**src/rtl/cma_host_pkg.sv**
```systemverilog
// Shared encodings and default widths for the CMA host-side sequencer.
// Defaults match the CMA external-port widths.
package cma_host_pkg;

    localparam int          DEF_DATA_W  = 32;
    localparam int          DEF_EXA_W   = 16;
    localparam int          DEF_ROMUL_W = 2;
    localparam int          DEF_BANK_W  = 1;
    localparam int          DEF_RD_LAT  = 2;
    localparam int          DEF_CNT_W   = 24;
    localparam int unsigned DEF_TIMEOUT = 32'd1 << 20;

    // Read-latency counter only needs to reach 7
    localparam int LAT_W = 3;

    typedef enum logic [1:0] {
        OP_WRITE = 2'd0,
        OP_READ  = 2'd1,
        OP_RUN   = 2'd2,
        OP_RSVD  = 2'd3
    } op_e;

    typedef enum logic [2:0] {
        S_IDLE,
        S_WR,
        S_RD,
        S_RSP,
        S_RUN
    } state_e;

endpackage

```
**src/rtl/cma_host_ctrl_if.sv**
```systemverilog
// Command/response stream plus CMA external bus, bundled for the host sequencer.
// The master modport is the sequencer's view; slave is the host/array side.
interface cma_host_ctrl_if
    import cma_host_pkg::*;
#(
    parameter int DATA_W  = DEF_DATA_W,
    parameter int EXA_W   = DEF_EXA_W,
    parameter int ROMUL_W = DEF_ROMUL_W,
    parameter int BANK_W  = DEF_BANK_W
) ();

    logic               cmd_valid;
    logic               cmd_ready;
    logic [1:0]         cmd_op;
    logic [EXA_W-1:0]   cmd_addr;
    logic [DATA_W-1:0]  cmd_data;
    logic [ROMUL_W-1:0] cmd_romul;
    logic [BANK_W-1:0]  cmd_bank;

    logic               rsp_valid;
    logic               rsp_ready;
    logic [DATA_W-1:0]  rsp_data;

    logic [EXA_W-1:0]   exa;
    logic [DATA_W-1:0]  exwd;
    logic [ROMUL_W-1:0] exromul;
    logic               exwe;
    logic               exre;
    logic [DATA_W-1:0]  exrd;
    logic [BANK_W-1:0]  cbank;
    logic               run;
    logic               done;

    modport master (
        input  cmd_valid, cmd_op, cmd_addr, cmd_data, cmd_romul, cmd_bank,
        input  rsp_ready, exrd, done,
        output cmd_ready, rsp_valid, rsp_data,
        output exa, exwd, exromul, exwe, exre, cbank, run
    );

    modport slave (
        output cmd_valid, cmd_op, cmd_addr, cmd_data, cmd_romul, cmd_bank,
        output rsp_ready, exrd, done,
        input  cmd_ready, rsp_valid, rsp_data,
        input  exa, exwd, exromul, exwe, exre, cbank, run
    );

endinterface

```
**src/rtl/cma_host_ctrl_watchdog.sv**
```systemverilog
// Run-cycle counter for RUN commands: saturating count, timeout compare, sticky error.
// expire is combinational so the sequencer drops run on the same edge the limit is reached.
module cma_run_watchdog
    import cma_host_pkg::*;
#(
    parameter int          CNT_W   = DEF_CNT_W,
    parameter int unsigned TIMEOUT = DEF_TIMEOUT
) (
    input  logic             clk,
    input  logic             rst,
    input  logic             start,
    input  logic             active,
    input  logic             done,
    output logic [CNT_W-1:0] count,
    output logic             expire,
    output logic             timeout_err
);

    logic [CNT_W:0] count_inc;
    logic           hit;

    // done on the limiting cycle takes priority, so no expiry then
    always_comb begin
        count_inc = {1'b0, count} + (CNT_W + 1)'(1);
        hit       = (TIMEOUT != 0) && (64'(count_inc) >= 64'(TIMEOUT));
        expire    = active && hit && !done;
    end

    always_ff @(posedge clk) begin
        if (rst) begin
            count       <= '0;
            timeout_err <= 1'b0;
        end else if (start) begin
            count       <= '0;
            timeout_err <= 1'b0;
        end else if (active) begin
            if (!count_inc[CNT_W]) begin
                count <= count_inc[CNT_W-1:0];
            end
            if (expire) begin
                timeout_err <= 1'b1;
            end
        end
    end

endmodule

```
**src/rtl/cma_host_ctrl.sv**
```systemverilog
// Host-side sequencer turning WRITE/READ/RUN commands into CMA external-bus cycles.
// Every output is a flop; the next-state process computes next output values.
module cma_host_ctrl
    import cma_host_pkg::*;
#(
    parameter int          DATA_W  = DEF_DATA_W,
    parameter int          EXA_W   = DEF_EXA_W,
    parameter int          ROMUL_W = DEF_ROMUL_W,
    parameter int          BANK_W  = DEF_BANK_W,
    parameter int          RD_LAT  = DEF_RD_LAT,
    parameter int          CNT_W   = DEF_CNT_W,
    parameter int unsigned TIMEOUT = DEF_TIMEOUT
) (
    input  logic              clk,
    input  logic              rst,
    cma_host_ctrl_if.master   bus,
    output logic              busy,
    output logic [CNT_W-1:0]  run_cycles,
    output logic              timeout_err
);

    state_e             state, state_d;
    logic               cmd_ready_q, cmd_ready_d;
    logic               exwe_q, exwe_d;
    logic               exre_q, exre_d;
    logic               run_q, run_d;
    logic               rsp_valid_q, rsp_valid_d;
    logic               busy_q;
    logic [EXA_W-1:0]   exa_q, exa_d;
    logic [DATA_W-1:0]  exwd_q, exwd_d;
    logic [ROMUL_W-1:0] exromul_q, exromul_d;
    logic [BANK_W-1:0]  cbank_q, cbank_d;
    logic [DATA_W-1:0]  rsp_data_q, rsp_data_d;
    logic [LAT_W-1:0]   lat_q, lat_d;
    logic               wd_start;
    logic               wd_expire;

    cma_run_watchdog #(
        .CNT_W   (CNT_W),
        .TIMEOUT (TIMEOUT)
    ) u_watchdog (
        .clk         (clk),
        .rst         (rst),
        .start       (wd_start),
        .active      (run_q),
        .done        (bus.done),
        .count       (run_cycles),
        .expire      (wd_expire),
        .timeout_err (timeout_err)
    );

    always_comb begin
        state_d     = state;
        exa_d       = exa_q;
        exwd_d      = exwd_q;
        exromul_d   = exromul_q;
        cbank_d     = cbank_q;
        rsp_data_d  = rsp_data_q;
        lat_d       = lat_q;
        exwe_d      = 1'b0;
        exre_d      = 1'b0;
        run_d       = 1'b0;
        rsp_valid_d = 1'b0;
        wd_start    = 1'b0;

        case (state)
            S_IDLE: begin
                if (cmd_ready_q && bus.cmd_valid) begin
                    case (op_e'(bus.cmd_op))
                        OP_WRITE: begin
                            state_d   = S_WR;
                            exwe_d    = 1'b1;
                            exa_d     = bus.cmd_addr;
                            exwd_d    = bus.cmd_data;
                            exromul_d = bus.cmd_romul;
                        end
                        OP_READ: begin
                            state_d   = S_RD;
                            exre_d    = 1'b1;
                            exa_d     = bus.cmd_addr;
                            exromul_d = bus.cmd_romul;
                            lat_d     = LAT_W'(1);
                        end
                        OP_RUN: begin
                            state_d  = S_RUN;
                            run_d    = 1'b1;
                            cbank_d  = bus.cmd_bank;
                            wd_start = 1'b1;
                        end
                        default: ;
                    endcase
                end
            end
            S_WR: state_d = S_IDLE;
            // lat_q counts cycles since exre rose; exrd is valid on the RD_LAT-th
            S_RD: begin
                if (lat_q == LAT_W'(RD_LAT)) begin
                    rsp_data_d  = bus.exrd;
                    rsp_valid_d = 1'b1;
                    state_d     = S_RSP;
                end else begin
                    lat_d = lat_q + LAT_W'(1);
                end
            end
            S_RSP: begin
                if (bus.rsp_ready) begin
                    state_d = S_IDLE;
                end else begin
                    rsp_valid_d = 1'b1;
                end
            end
            S_RUN: begin
                if (bus.done || wd_expire) begin
                    state_d = S_IDLE;
                end else begin
                    run_d = 1'b1;
                end
            end
            default: state_d = S_IDLE;
        endcase

        cmd_ready_d = (state_d == S_IDLE);
    end

    always_ff @(posedge clk) begin
        if (rst) begin
            state       <= S_IDLE;
            cmd_ready_q <= 1'b0;
            exwe_q      <= 1'b0;
            exre_q      <= 1'b0;
            run_q       <= 1'b0;
            rsp_valid_q <= 1'b0;
            busy_q      <= 1'b0;
            exa_q       <= '0;
            exwd_q      <= '0;
            exromul_q   <= '0;
            cbank_q     <= '0;
            rsp_data_q  <= '0;
            lat_q       <= '0;
        end else begin
            state       <= state_d;
            cmd_ready_q <= cmd_ready_d;
            exwe_q      <= exwe_d;
            exre_q      <= exre_d;
            run_q       <= run_d;
            rsp_valid_q <= rsp_valid_d;
            busy_q      <= (state_d != S_IDLE);
            exa_q       <= exa_d;
            exwd_q      <= exwd_d;
            exromul_q   <= exromul_d;
            cbank_q     <= cbank_d;
            rsp_data_q  <= rsp_data_d;
            lat_q       <= lat_d;
        end
    end

    assign bus.cmd_ready = cmd_ready_q;
    assign bus.rsp_valid = rsp_valid_q;
    assign bus.rsp_data  = rsp_data_q;
    assign bus.exa       = exa_q;
    assign bus.exwd      = exwd_q;
    assign bus.exromul   = exromul_q;
    assign bus.exwe      = exwe_q;
    assign bus.exre      = exre_q;
    assign bus.cbank     = cbank_q;
    assign bus.run       = run_q;
    assign busy          = busy_q;

endmodule

```
**src/flat_wrapper.sv**
```systemverilog
// flat-port wrapper written by rule: the top's interface ports become plain ports
module cma_host_ctrl_flat import cma_host_pkg::*;
#(
    parameter int          DATA_W  = DEF_DATA_W,
    parameter int          EXA_W   = DEF_EXA_W,
    parameter int          ROMUL_W = DEF_ROMUL_W,
    parameter int          BANK_W  = DEF_BANK_W,
    parameter int          RD_LAT  = DEF_RD_LAT,
    parameter int          CNT_W   = DEF_CNT_W,
    parameter int unsigned TIMEOUT = DEF_TIMEOUT
)
  (clk, rst, busy, run_cycles, timeout_err, bus_cmd_valid, bus_cmd_op, bus_cmd_addr, bus_cmd_data, bus_cmd_romul, bus_cmd_bank, bus_rsp_ready, bus_exrd, bus_done, bus_cmd_ready, bus_rsp_valid, bus_rsp_data, bus_exa, bus_exwd, bus_exromul, bus_exwe, bus_exre, bus_cbank, bus_run);
  cma_host_ctrl_if #(.DATA_W(DATA_W), .EXA_W(EXA_W), .ROMUL_W(ROMUL_W), .BANK_W(BANK_W)) bus_i ();
  input  logic clk;
  input  logic rst;
  output logic busy;
  output logic [CNT_W-1:0] run_cycles;
  output logic timeout_err;
  input wire logic [$bits(bus_i.cmd_valid)-1:0] bus_cmd_valid;
  input wire logic [$bits(bus_i.cmd_op)-1:0] bus_cmd_op;
  input wire logic [$bits(bus_i.cmd_addr)-1:0] bus_cmd_addr;
  input wire logic [$bits(bus_i.cmd_data)-1:0] bus_cmd_data;
  input wire logic [$bits(bus_i.cmd_romul)-1:0] bus_cmd_romul;
  input wire logic [$bits(bus_i.cmd_bank)-1:0] bus_cmd_bank;
  input wire logic [$bits(bus_i.rsp_ready)-1:0] bus_rsp_ready;
  input wire logic [$bits(bus_i.exrd)-1:0] bus_exrd;
  input wire logic [$bits(bus_i.done)-1:0] bus_done;
  output wire logic [$bits(bus_i.cmd_ready)-1:0] bus_cmd_ready;
  output wire logic [$bits(bus_i.rsp_valid)-1:0] bus_rsp_valid;
  output wire logic [$bits(bus_i.rsp_data)-1:0] bus_rsp_data;
  output wire logic [$bits(bus_i.exa)-1:0] bus_exa;
  output wire logic [$bits(bus_i.exwd)-1:0] bus_exwd;
  output wire logic [$bits(bus_i.exromul)-1:0] bus_exromul;
  output wire logic [$bits(bus_i.exwe)-1:0] bus_exwe;
  output wire logic [$bits(bus_i.exre)-1:0] bus_exre;
  output wire logic [$bits(bus_i.cbank)-1:0] bus_cbank;
  output wire logic [$bits(bus_i.run)-1:0] bus_run;
  assign bus_i.cmd_valid = bus_cmd_valid;
  assign bus_i.cmd_op = bus_cmd_op;
  assign bus_i.cmd_addr = bus_cmd_addr;
  assign bus_i.cmd_data = bus_cmd_data;
  assign bus_i.cmd_romul = bus_cmd_romul;
  assign bus_i.cmd_bank = bus_cmd_bank;
  assign bus_i.rsp_ready = bus_rsp_ready;
  assign bus_i.exrd = bus_exrd;
  assign bus_i.done = bus_done;
  assign bus_cmd_ready = bus_i.cmd_ready;
  assign bus_rsp_valid = bus_i.rsp_valid;
  assign bus_rsp_data = bus_i.rsp_data;
  assign bus_exa = bus_i.exa;
  assign bus_exwd = bus_i.exwd;
  assign bus_exromul = bus_i.exromul;
  assign bus_exwe = bus_i.exwe;
  assign bus_exre = bus_i.exre;
  assign bus_cbank = bus_i.cbank;
  assign bus_run = bus_i.run;
  cma_host_ctrl #(.DATA_W(DATA_W), .EXA_W(EXA_W), .ROMUL_W(ROMUL_W), .BANK_W(BANK_W), .RD_LAT(RD_LAT), .CNT_W(CNT_W), .TIMEOUT(TIMEOUT)) u_core (.clk(clk), .rst(rst), .bus(bus_i), .busy(busy), .run_cycles(run_cycles), .timeout_err(timeout_err));
endmodule
```
**config.mk**
```make
export PLATFORM = sky130hd
export DESIGN_NAME = cma_host_ctrl_flat
export DESIGN_NICKNAME = d
export VERILOG_FILES = /design/src/rtl/cma_host_pkg.sv /design/src/rtl/cma_host_ctrl_if.sv /design/src/rtl/cma_host_ctrl_watchdog.sv /design/src/rtl/cma_host_ctrl.sv /design/src/flat_wrapper.sv
export SDC_FILE = /design/constraint.sdc
export NUM_CORES = 1
export LEC_CHECK = 0
export CAP_MARGIN = 10
export CORE_MARGIN = 2
export CORE_UTILIZATION = 38
export CTS_BUF_LIST = sky130_fd_sc_hd__clkbuf_4 sky130_fd_sc_hd__clkbuf_8 sky130_fd_sc_hd__clkbuf_16
export DETAILED_ROUTE_END_ITERATION = 10
export PLACE_DENSITY = 0.8
export SLEW_MARGIN = 30
export SYNTH_ARGS = -nofsm -noshare
export SYNTH_HDL_FRONTEND = slang
export SYNTH_SLANG_ARGS = --single-unit
```
**constraint.sdc**
```tcl
create_clock -name clk -period 1.95 [get_ports clk]
set_input_delay 0.195 -clock clk [delete_from_list [all_inputs] [get_ports clk]]
set_output_delay 0.195 -clock clk [all_outputs]
set_load 0.03 [all_outputs]
```
Word level (Yosys, flattened, before mapping)
Cells that the tools add are included.
{ "totals": {"reg_bits": 120, "in_bits": 90, "output_inout_bits": 114, "word_cells": 70} }
{ "classes": {"n_addsub": 2, "order_cmp": 1, "n_eq_ne": 9, "mux": 20, "bitwise": 3, "n_reduce_logical": 20} }
{ "ops": {"columns": ["operator", "count"], "rows": [
  ["24-bit by 1-bit adder with 25-bit output, second input constant", 1],
  ["25-bit by 21-bit >= comparator with 1-bit output, second input constant", 1],
  ["3-bit 2-to-1 mux", 7],
  ["3-bit one-hot mux with 4 select lines", 1],
  ["3-bit by 2-bit equality test with 1-bit output, second input constant", 3],
  ["3-bit one-hot mux with 3 select lines", 1],
  ["3-bit AND reduction", 3],
  ["1-bit 2-to-1 mux", 8],
  ["3-bit logical NOT", 2],
  ["3-bit one-hot mux with 2 select lines", 1],
  ["2-bit AND reduction", 3],
  ["2-bit inequality test, second input constant", 2],
  ["1-bit one-hot mux with 2 select lines", 2],
  ["4-bit AND reduction", 1],
  ["2-bit OR reduction", 2],
  ["3-bit by 1-bit adder with 3-bit output, second input constant", 1],
  ["3-bit equality test, second input constant", 1],
  ["1-bit logical AND", 3],
  ["1-bit inverter", 3],
  ["3-bit nonzero test", 1],
  ["3-bit OR reduction", 1],
  ["2-bit by 1-bit equality test with 1-bit output, second input constant", 1],
  ["2-bit equality test, second input constant", 1],
  ["2-bit logical NOT", 1],
  ["4 further kinds", 4]
]} }

Longest topological paths before layout
Gate-level depths: netlist (run 1).
{ "logic_depth": {"ltp_word": 8, "ltp_mapped": 8, "depth_no_buf": 7} }

Hierarchy
From an unflattened synthesis (run 1), not the netlist that was laid out.
{ "unflattened": {"hier_cells": 588, "area_unflattened_um2": 5069.9} }
{ "modules_own_cells": {"columns": ["module", "instances", "cells_per_inst", "area_each_um2", "seq_area_each_um2"], "rows": [
  ["cma_host_ctrl", 1, 434, 3782.4, 1901.8],
  ["cma_run_watchdog", 1, 154, 1287.5, 500.5]
]} }

Worst setup path before layout (run 1)
OpenSTA, ideal clock, no wires.
{ "synth_path": {"path_kind": "register -> register", "start": "reg u_core.u_watchdog.count[2]", "end": "reg u_core.u_watchdog.count[21]", "setup_time_ps": 116, "t_arrival_ps": 2009, "required_time_ps": 1834, "path_slack_ps": -175, "stages_incl_launch_ff": 6, "n_path_buf": 0, "period_less_slack_ps": 2125, "cell_sequence": "dfxtp_1 -> nand4_4 -> or4_4 -> a2111oi_2 -> xnor2_1 -> nor2_2"} }
{ "synth_between": {"elab_chain_len": 3} }
{ "synth_rtl": {"columns": ["item", "line", "source"], "rows": [
  ["from (decl)", "cma_host_ctrl_watchdog.sv:14", "output logic [CNT_W-1:0] count,"],
  ["from (signal assigned)", "cma_host_ctrl_watchdog.sv:38", "count <= count_inc[CNT_W-1:0];"],
  ["24-bit by 1-bit adder with 25-bit output (*)", "cma_host_ctrl_watchdog.sv:24", "count_inc = {1'b0, count} + (CNT_W + 1)'(1);"],
  ["1-bit inverter (no source line)", null, null],
  ["2-bit AND reduction (no source line)", null, null]
]} }
Every way passes the cells marked *; elsewhere a longest branch is shown, timed or not.
A chain may end at the register's enable or synchronous reset.

Worst setup path after layout (run 1)
{ "layout_path": {"start": "reg u_core.u_watchdog.count[0]", "end": "reg u_core.u_watchdog.count[13]"} }
Same word-level chain as after synthesis.

==> flow_summary.json, run 1 <==
{
  "status": "complete, no violations",
  "fmax_mhz": 525,
  "synth-edff-count": 0,
  "drt_wl_total_mm": 14.1,
  "hold_start": "bus_exrd[23]",
  "clock_latency_ps": 410,
  "netlist-cell-type-count": 48,
  "slew_headroom_pct": 67.5,
  "cts_tree": "built",
  "vdd_drop_max_mv": 0.636,
  "period_minus_slack_ps": 1910,
  "drt_iter0_drc": 295,
  "n_fill_cell": 953,
  "root_buffer": "clkbuf_16",
  "avgRoutedWirePerCell_um": 14.5,
  "max_stage_delay_ps": 430,
  "grt_pass1_wl_mm": 22.1,
  "cts.clk_slew.worst_paths_ps": 50,
  "dpl.cell_count": 943,
  "antenna_left": 0,
  "netlist_area_mm2": 0.00470,
  "cts_sinks": 120,
  "critPathLaunchType": "flop",
  "leakagePower_nw": 2.69,
  "fin_nets": 890,
  "path_max_fanout": 7,
  "grt_pass1_vias": 4728,
  "final.setup.tns_ps": 0,
  "cp-end-kind": "flop",
  "hp-class": "input pin to flop",
  "syn_inst": 575,
  "drv_slew": 0,
  "drc_errors": 0,
  "reg2reg_slack_ps": 40,
  "min_delay_path_depth": 3,
  "rows": 40,
  "reg2reg_depth": 8,
  "globalplace.congestion": 0.930,
  "r2r-end": "u_core.u_watchdog.count[13]",
  "yosys.area.top_type_share_pct": 51.1,
  "area_growth_pct": 66.3,
  "syn-num-nets": 668,
  "postSynthAreaPerCell_um2": 8.17,
  "cp.arrival_ps": 2250,
  "port_buffers": 203,
  "grt_max_degree": 97,
  "worst_slew_pin_slew_ps": 486,
  "drive_gt1_share_pct": 12.2,
  "p_per_area_mw_per_mm2": 811,
  "synth.most_common_cell": "nand2_1",
  "hold_end": "u_core.bus.rsp_data[23]",
  "antenna_cells": 0,
  "start_util_pct": 39.0,
  "drv_cap": 0,
  "vias_per_cell": 4.93,
  "cts_made_buffers": 17,
  "first_pass_iters": 4,
  "cp.required_ps": 2300,
  "die_y_um": 115,
  "final_cells": 978,
  "crit_chain": "ha_1, nand3_2, nor4_4, buf_4, buf_4, a211o_1, or4_1, nand2_1",
  "synthArstFlopShare_pct": 0,
  "timing.hold.ws_ps": 335,
  "vias": 4824,
  "die_x_um": 115,
  "crit_top_cell": "buf_4",
  "hold_viol": 0,
  "finalCritPeriodShare_pct": 97.7,
  "hpwlAfterDp_mm": 10.2,
  "cts_max_level": 4,
  "antenna_found_initial": 0,
  "rsz0062_at_grt": "true",
  "grt_overflow": 0,
  "ys_ff_latch": 120,
  "setup_viol": 0,
  "ys.flop_type": "dfxtp_1",
  "power_mw": 6.34,
  "synth.largest_area_cell": "dfxtp_1",
  "final.setup_skew_ps": 6.60,
  "worstSetupPathType": "flop to flop",
  "ys_warn_count": 0,
  "crit_buf_inv": 2,
  "pin_count": 204,
  "critical-path-top-delay-family": "simple AND/OR/NAND/NOR gates",
  "cts_buffer_depth": 2,
  "regToRegStartpoint": "u_core.u_watchdog.count[0]",
  "synthTopCellsByArea": "dfxtp_1, nand2_1, a21oi_1, clkbuf_1, nor2_1",
  "dieArea_mm2": 0.0133,
  "slowest_stage": "or4_1",
  "synth-seq-area-share_pct": 51.1,
  "core-area_mm2": 0.0121,
  "synth_commonest_cells": "nand2_1, dfxtp_1, a21oi_1",
  "grtUsageTotal_pct": 21.0
}
cell families after synthesis:
kind of cell,synth area share [%]
AO/OA/AOI/OAI,15.4
XOR/XNOR,3.54
adder cells (fa/ha/maj),0.799
buffers and inverters,3.52
flip-flops,51.1
multiplexers,0.213
AND/OR/NAND/NOR,25.4
layout by cell type, fill, tap and decap left out, types with 7 or more instances in the layout:
cell type	netlist	layout
clkbuf_16	0	17
clkdlybuf4s50_1	0	202
nand4_1	7	7
dfxtp_1	120	108
nand2_1	176	176
a21oi_1	88	88
buf_4	0	34
xor2_1	7	7
clkbuf_8	0	7
dfxtp_2	0	12
xnor2_1	12	12
nand3_1	14	13
nor2_1	30	29
worst reg2reg max path, delay by kind of cell (launching register included):
kind / cells / cell delay [ps]
and+or+nand+nor: 4 / 680
buffers and inverters: 2 / 300
DFF: 1 / 320
adders and majority gates: 1 / 230
AOI/OAI and AO/OA: 1 / 330
per-stage QoR:
step | area, um2 | worst slack, ps | utilization [%]
3_5_place_dp | 7110 | -66.7 | 59.0
6_report | 7810 | 44.2 | 64.8
3_3_place_gp | 7110 | 20.1 | 59.0
2_1_floorplan | 4710 | 3.44 | -
4_1_cts | 7740 | 5.73 | 64.2
5_1_grt | 7810 | -21.1 | 64.8
registers in the layout (all words and copies together), names as in the netlist:
register	count
u_core.bus.rsp_data	32
u_core.busy	1
u_core.bus.cmd_ready	1
u_core.bus.rsp_valid	1
u_core.bus.exwd	32
u_core.u_watchdog.timeout_err	1
u_core.state	3
u_core.bus.run	1
u_core.bus.exwe	1
u_core.lat_q	3
u_core.bus.exromul	2
u_core.bus.exre	1
u_core.bus.exa	16
u_core.bus.cbank	1
u_core.u_watchdog.count	24
what timing repair did:
item,CTS,global route
cloned,0,0
endpoints found under the setup margin,1,19
buffers inserted,0,3
pin swaps,0,2
hold buffers,0,0
gates resized for setup,1,6
metal layers:
metal / track usage, % / vias up / share of wire [%]
met4: 9.16 / 0 / 2.7
met1: 24.2 / 2242 / 41
met2: 35.1 / 173 / 50
met3: 7.70 / 24 / 6.3
met5: 0 / - / 0
li1: - / 2385 / -
worst max-delay path by stage:
stage | from | end | slack (ps) | depth (start not counted)
finish | u_core.u_watchdog.count[0] | u_core.u_watchdog.count[13] | 40 | 8
floorplan | u_core.u_watchdog.count[11] | u_core.bus.cmd_ready | 3 | 5
CTS | u_core.u_watchdog.count[5] | u_core.bus.cmd_ready | 6 | 5
global route | u_core.u_watchdog.count[6] | u_core.u_watchdog.count[21] | -20 | 5
detailed placement | bus_cmd_valid | u_core.bus.exwd[19] | -70 | 8
global placement | bus_cmd_valid | u_core.busy | 20 | 6
power breakdown:
group          internal (mW)  leakage (nW)  switching (mW)
logic                  0.325          1.41           0.292
registers               2.51         0.975          0.0363
clock network           2.12         0.308            1.05
final cells by class:
cell class | instances | area, um2 | share of cell area, %
Clock inverter | 7 | 87.6 | 1.12
Inverter | 6 | 22.5 | 0.288
Sequential cell | 120 | 2420 | 30.9
Tap cell | 168 | 210 | 2.69
Timing Repair Buffer | 240 | 2340 | 30.0
Clock buffer | 25 | 529 | 6.77
Multi-Input combinational cell | 412 | 2200 | 28.2
Power figures use the tool's default switching activity.
==> inputs of run 2 (changes only) <==
--- a/config.mk
+++ b/config.mk
@@ -9,9 +9,12 @@
 export CORE_MARGIN = 2
 export CORE_UTILIZATION = 38
 export CTS_BUF_LIST = sky130_fd_sc_hd__clkbuf_4 sky130_fd_sc_hd__clkbuf_8 sky130_fd_sc_hd__clkbuf_16
+export CTS_CLUSTER_SIZE = 30
 export DETAILED_ROUTE_END_ITERATION = 10
+export HOLD_SLACK_MARGIN = 0.12
 export PLACE_DENSITY = 0.8
 export SLEW_MARGIN = 30
 export SYNTH_ARGS = -nofsm -noshare
 export SYNTH_HDL_FRONTEND = slang
 export SYNTH_SLANG_ARGS = --single-unit
+export TNS_END_PERCENT = 30
==> run 2 against run 1 <==
Effect of this change:
- global-route usage is 0.18 points higher
- worst setup slack lost 44 ps
- register-to-register slack lost 40 ps
- non-clock buffer count is 6 higher
- clock power grew 10%
- combinational power hardly changed
- fmax fell by 2.2%
- critical path depth is the same
- design area increased by 0.51%
- die area unchanged
- clock-buffer cell count fell by 4
- critical endpoint is now u_core.u_watchdog.count[22]
- largest cell class unchanged
- largest power group unchanged
==> flow_summary.json, run 2 (synthesized netlist as in run 1, its figures left out) <==
{
  "r2r-end": "u_core.u_watchdog.count[22]",
  "hpwlAfterDp_mm": 10.3,
  "cts_buffer_depth": 2,
  "area_growth_pct": 67.2,
  "drv_slew": 0,
  "hp-class": "input pin to flop",
  "vias": 4951,
  "cp.required_ps": 2300,
  "fmax_mhz": 513,
  "start_util_pct": 39.0,
  "leakagePower_nw": 2.73,
  "dpl.cell_count": 949,
  "drt_wl_total_mm": 14.4,
  "dieArea_mm2": 0.0133,
  "min_delay_path_depth": 3,
  "layout_common_cells": "clkdlybuf4s50_1, nand2_1, dfxtp_1, a21oi_1, buf_4",
  "core-area_mm2": 0.0121,
  "first_pass_iters": 4,
  "critPathLaunch": "u_core.u_watchdog.count[0]",
  "root_buffer": "clkbuf_16",
  "cp.arrival_ps": 2290,
  "period_minus_slack_ps": 1950,
  "utilization_pct": 65.1,
  "cts_made_buffers": 17,
  "grt_pass1_wl_mm": 22.3,
  "cts_hold_buf": 0,
  "post_dp_cell_area_mm2": 0.00714,
  "fin_nets": 896,
  "reg2reg_depth": 8,
  "grtUsageTotal_pct": 21.2,
  "die_y_um": 115,
  "rows": 40,
  "final.setup_skew_ps": 6.86,
  "vdd_drop_max_mv": 0.630,
  "antenna_found_initial": 0,
  "multi_input_area_mm2": 0.00216,
  "drc_errors": 0,
  "regToRegStartpoint": "u_core.u_watchdog.count[0]",
  "port_buffers": 203,
  "slew_headroom_pct": 51.7,
  "hold_viol": 0,
  "final_cells": 984,
  "drt_iter0_drc": 289,
  "cts_sinks": 120,
  "clock_latency_ps": 410,
  "cts_max_level": 4,
  "status": "complete, no violations",
  "hold_start": "rst",
  "n_fill_cell": 971,
  "p_per_area_mw_per_mm2": 847,
  "setup_viol": 0,
  "setup_slack_ps": 0.488,
  "path_max_fanout": 4,
  "place_ws_ps": 4.15,
  "antenna_cells": 0,
  "cts_tree": "built",
  "grt_overflow": 0,
  "globalplace.congestion": 0.967,
  "hold_end": "u_core.u_watchdog.timeout_err",
  "drv_cap": 0,
  "design_area_mm2": 0.00785,
  "worst_slew_pin_slew_ps": 724,
  "layout_commonest_cell": "clkdlybuf4s50_1",
  "critPathLaunchType": "flop",
  "finalCritPeriodShare_pct": 100,
  "pin_count": 204,
  "cts.clk_slew.worst_paths_ps": 50,
  "register_area_mm2": 0.00241,
  "die_x_um": 115,
  "grt_max_degree": 73,
  "reg2reg_slack_ps": 0.5,
  "worstSetupPathType": "flop to flop",
  "cp-end-kind": "flop",
  "drive_gt1_share_pct": 12.7,
  "grt_pass1_vias": 4803,
  "antenna_left": 0,
  "rsz0062_at_grt": "true",
  "vias_per_cell": 5.03,
  "avgRoutedWirePerCell_um": 14.7
}
run 2: cell count changes in the layout (fill, tap and decap cells not counted), moves of 2 or more:
cell       change
a2111oi_2      +3
a2111oi_4      -3
buf_4          +7
bufinv_16      +3
clkbuf_8       -4
clkinv_2       -2
dfxtp_1        +2
dfxtp_2        -2
run 2: cell type report:
class | instances | share of cell area [%]
Clock inverter | 11 | 2.45
Multi-Input combinational cell | 412 | 27.6
Sequential cell | 120 | 30.7
Timing Repair Buffer | 246 | 30.2
Tap cell | 168 | 2.68
Inverter | 6 | 0.287
Clock buffer | 21 | 6.04
run 2: how the worst max path moves through the flow:
stage	endpoint	slack, ps
after floorplan	u_core.u_watchdog.count[13]	-9
after global placement	u_core.bus.exwd[30]	40
after detailed placement	u_core.bus.exwd[28]	4
after CTS	u_core.bus.cmd_ready	40
after global routing	u_core.u_watchdog.count[20]	-80
final	u_core.u_watchdog.count[22]	0.5
run 2: per-layer routing:
metal,vias up,global-route usage (%),routed length (um)
li1,2402,-,-
met1,2311,24.1,5770
met2,199,35.8,7150
met3,39,6.06,944
met5,-,0,0
met4,0,11.6,564
run 2: report_power, final:
group | leakage (nW) | total, mW | switching [mW] | internal (mW)
Clock | 0.323 | 3.50 | 1.11 | 2.38
Combinational | 1.43 | 0.617 | 0.293 | 0.323
Sequential | 0.974 | 2.54 | 0.0365 | 2.51
Total | 2.73 | 6.66 | 1.44 | 5.21
run 2: critical path, cell delays in order (launching register included):
cell	delay, ps
dfxtp_2	350
ha_4	150
nand3_2	90
buf_4	150
nor4_4	380
buf_4	180
nand3_1	100
or4_1	400
o21ai_1	80
run 2: what timing repair did:
action,CTS,global route
buffers inserted,0,3
resized for setup,0,5
endpoints found under the setup margin,0,8
run 2: stage by stage:
step	TNS [ps]	hold WS (ps)	power, mW
finish	0	192	6.66
global route	-164	208	6.86
CTS	0	189	6.70
detailed placement	0	447	3.20
global placement	0	442	3.19
floorplan	-8.78	298	2.85
==> inputs of run 3 (changes only) <==
--- a/config.mk
+++ b/config.mk
@@ -7,7 +7,7 @@
 export LEC_CHECK = 0
 export CAP_MARGIN = 10
 export CORE_MARGIN = 2
-export CORE_UTILIZATION = 38
+export CORE_UTILIZATION = 39
 export CTS_BUF_LIST = sky130_fd_sc_hd__clkbuf_4 sky130_fd_sc_hd__clkbuf_8 sky130_fd_sc_hd__clkbuf_16
 export CTS_CLUSTER_SIZE = 30
 export DETAILED_ROUTE_END_ITERATION = 10
@@ -16,5 +16,6 @@
 export SLEW_MARGIN = 30
 export SYNTH_ARGS = -nofsm -noshare
 export SYNTH_HDL_FRONTEND = slang
+export SYNTH_HIERARCHICAL = 1
 export SYNTH_SLANG_ARGS = --single-unit
 export TNS_END_PERCENT = 30
==> run 3 against run 2 <==
Effect of this change:
- the run now ends with negative setup slack left
- clock power fell by 8.3%
- flip-flop and latch count is the same
- non-clock buffer count rose by 33
- via count is 9.0% higher
- first-iteration DRC count grew 18%
- clock skew about the same
- critical endpoint is now u_core/busy
==> flow_summary.json, run 3 <==
{
  "status": "complete, but fails checks",
  "violations": "negative setup slack",
  "netlist-cell-type-count": 59,
  "synthArstFlopShare_pct": 0,
  "dieArea_mm2": 0.0139,
  "syn-num-nets": 682,
  "vias": 5395,
  "critPathLaunchType": "flop",
  "grt_pass1_vias": 5272,
  "fmax_mhz": 471,
  "setup_slack_ps": -174,
  "hold_end": "u_core/bus.exwd[16]",
  "finalCritPeriodShare_pct": 109,
  "place_ws_ps": -231,
  "path_max_fanout": 3,
  "drv_cap": 0,
  "cts_sinks": 120,
  "synth_commonest_cells": "dfxtp_1, nand2_1, a21oi_1",
  "grtUsageTotal_pct": 22.4,
  "r2r-end": "u_core/busy",
  "hp-class": "input pin to flop",
  "antenna_left": 0,
  "regToRegStartpoint": "u_core/u_watchdog/count[1]",
  "hpwlAfterDp_mm": 11.5,
  "yosys.area.top_type_share_pct": 47.4,
  "clock_latency_ps": 410,
  "avgRoutedWirePerCell_um": 16.0,
  "cts.clk_slew.worst_paths_ps": 50,
  "drv_slew": 0,
  "root_buffer": "clkbuf_16",
  "grt_pass1_wl_mm": 25.5,
  "die_x_um": 118,
  "synthTopCellsByArea": "dfxtp_1, mux2i_1, a21oi_1, o21ai_0, nand3_1",
  "hold_start": "bus_cmd_data[16]",
  "vdd_drop_max_mv": 0.579,
  "period_minus_slack_ps": 2120,
  "reg2reg_depth": 8,
  "vias_per_cell": 5.29,
  "drt_wl_total_mm": 16.3,
  "leakagePower_nw": 3.04,
  "ys_warn_count": 6,
  "port_buffers": 203,
  "rows": 41,
  "cts_max_level": 4,
  "cts_buffer_depth": 2,
  "syn_inst": 588,
  "antenna_cells": 0,
  "layout_commonest_cell": "clkdlybuf4s50_1",
  "grt_max_degree": 42,
  "worstSetupPathType": "flop to flop",
  "hold_viol": 0,
  "first_pass_iters": 5,
  "utilization_pct": 66.9,
  "ys_ff_latch": 120,
  "fin_nets": 929,
  "synth.largest_area_cell": "dfxtp_1",
  "cp.required_ps": 2240,
  "pin_count": 204,
  "setup_viol": 19,
  "slew_headroom_pct": 71.8,
  "cts_made_buffers": 17,
  "min_delay_path_depth": 3,
  "cp-end-kind": "flop",
  "die_y_um": 118,
  "drc_errors": 0,
  "p_per_area_mw_per_mm2": 741,
  "layout_common_cells": "clkdlybuf4s50_1, dfxtp_1, nand2_1, buf_4, a21oi_1",
  "cts_tree": "built",
  "cp.arrival_ps": 2420,
  "synth-seq-area-share_pct": 47.4,
  "antenna_found_initial": 0,
  "rsz0062_at_grt": "true",
  "grt_overflow": 0,
  "reg2reg_slack_ps": -170,
  "synth-edff-count": 0,
  "netlist_area_mm2": 0.00507,
  "area_growth_pct": 67.1,
  "core-area_mm2": 0.0127,
  "worst_slew_pin_slew_ps": 412,
  "drt_iter0_drc": 342,
  "synth.most_common_cell": "dfxtp_1",
  "postSynthAreaPerCell_um2": 8.62,
  "final.setup_skew_ps": 6.45,
  "ys.flop_type": "dfxtp_1",
  "start_util_pct": 40.0,
  "drive_gt1_share_pct": 17.7,
  "globalplace.congestion": 0.838
}
==> run 3: changes by cell type after synthesis, moves of 5 or more <==
cell      delta
nand2_1    -100
o21ai_0     +53
nand3_1     +43
mux2i_1     +34
a21oi_1     -26
xnor2_1     -11
nor2_1       -9
a211oi_1     -6
or3_1        +6
buf_2        +5
==> run 3: metal layers <==
layer	track usage, %	up-vias	part of all wire, %
met5	0	-	0
met4	8.21	0	2.1
met3	6.83	33	7.2
met2	39.6	216	52
met1	25.3	2562	38
li1	-	2584	-
==> run 3: worst max-delay path by stage <==
stage | startpoint | endpoint | slack, ps | cells after the start
floorplan | u_core/u_watchdog/count[1] | u_core/bus.run | -340 | 9
global placement | u_core/u_watchdog/count[1] | u_core/busy | -190 | 8
detailed placement | u_core/u_watchdog/count[1] | u_core/busy | -230 | 8
CTS | u_core/u_watchdog/count[1] | u_core/busy | -160 | 8
global route | u_core/u_watchdog/count[1] | u_core/busy | -240 | 8
finish | u_core/u_watchdog/count[1] | u_core/busy | -170 | 8
==> run 3: cells by family after synthesis <==
family	share of synthesized area (%)
simple gates	21.3
compound gates	16.4
flops	47.4
buf+inv	5.31
mux	6.91
xor+xnor	1.73
fa+ha+maj	0.987
==> run 3: cell type report <==
| cell class | instances | area, um2 |
|---|---|---|
| repair buffers | 279 | 2630 |
| well taps | 172 | 215 |
| multi-input cells | 411 | 2550 |
| inverters | 6 | 22.5 |
| fillers | 1023 | 4200 |
| clock inverters | 12 | 156 |
| flip-flops and latches | 120 | 2450 |
| clock buffers | 20 | 448 |
==> run 3: metrics by stage <==
| step | instances | hold slack, ps | total power [mW] | TNS, ps | area (um2) |
|---|---|---|---|---|---|
| after floorplan | 588 | 337 | 2.78 | -1380 | 5160 |
| after CTS | 1018 | 330 | 6.33 | -909 | 8390 |
| final | 1020 | 343 | 6.28 | -1490 | 8470 |
| after global routing | 1020 | 340 | 6.48 | -3300 | 8470 |
| after detailed placement | 982 | 451 | 3.10 | -1290 | 7700 |
| after global placement | 982 | 442 | 3.09 | -682 | 7700 |
==> run 3: power by group <==
group          switching, mW  total [mW]  internal, mW
logic                  0.276       0.570         0.294
registers             0.0190        2.49          2.47
clock network           1.06        3.21          2.15
==> run 3: critical path: stages (launching register included) <==
cell and delay [ps]:
dfxtp_4 350, ha_4 140, nand3_4 70, or4_4 510
a311o_1 290, a21oi_2 170, or3b_4 180, nor3_2 50
o31a_1 240
==> run 3: what timing repair did <==
action,4_1_cts,5_1_grt
gates resized for setup,12,15
hold buffers,1,0
hold endpoints to repair,5,0
pin swaps,5,13
buffers inserted,3,2
setup endpoints to repair,17,31
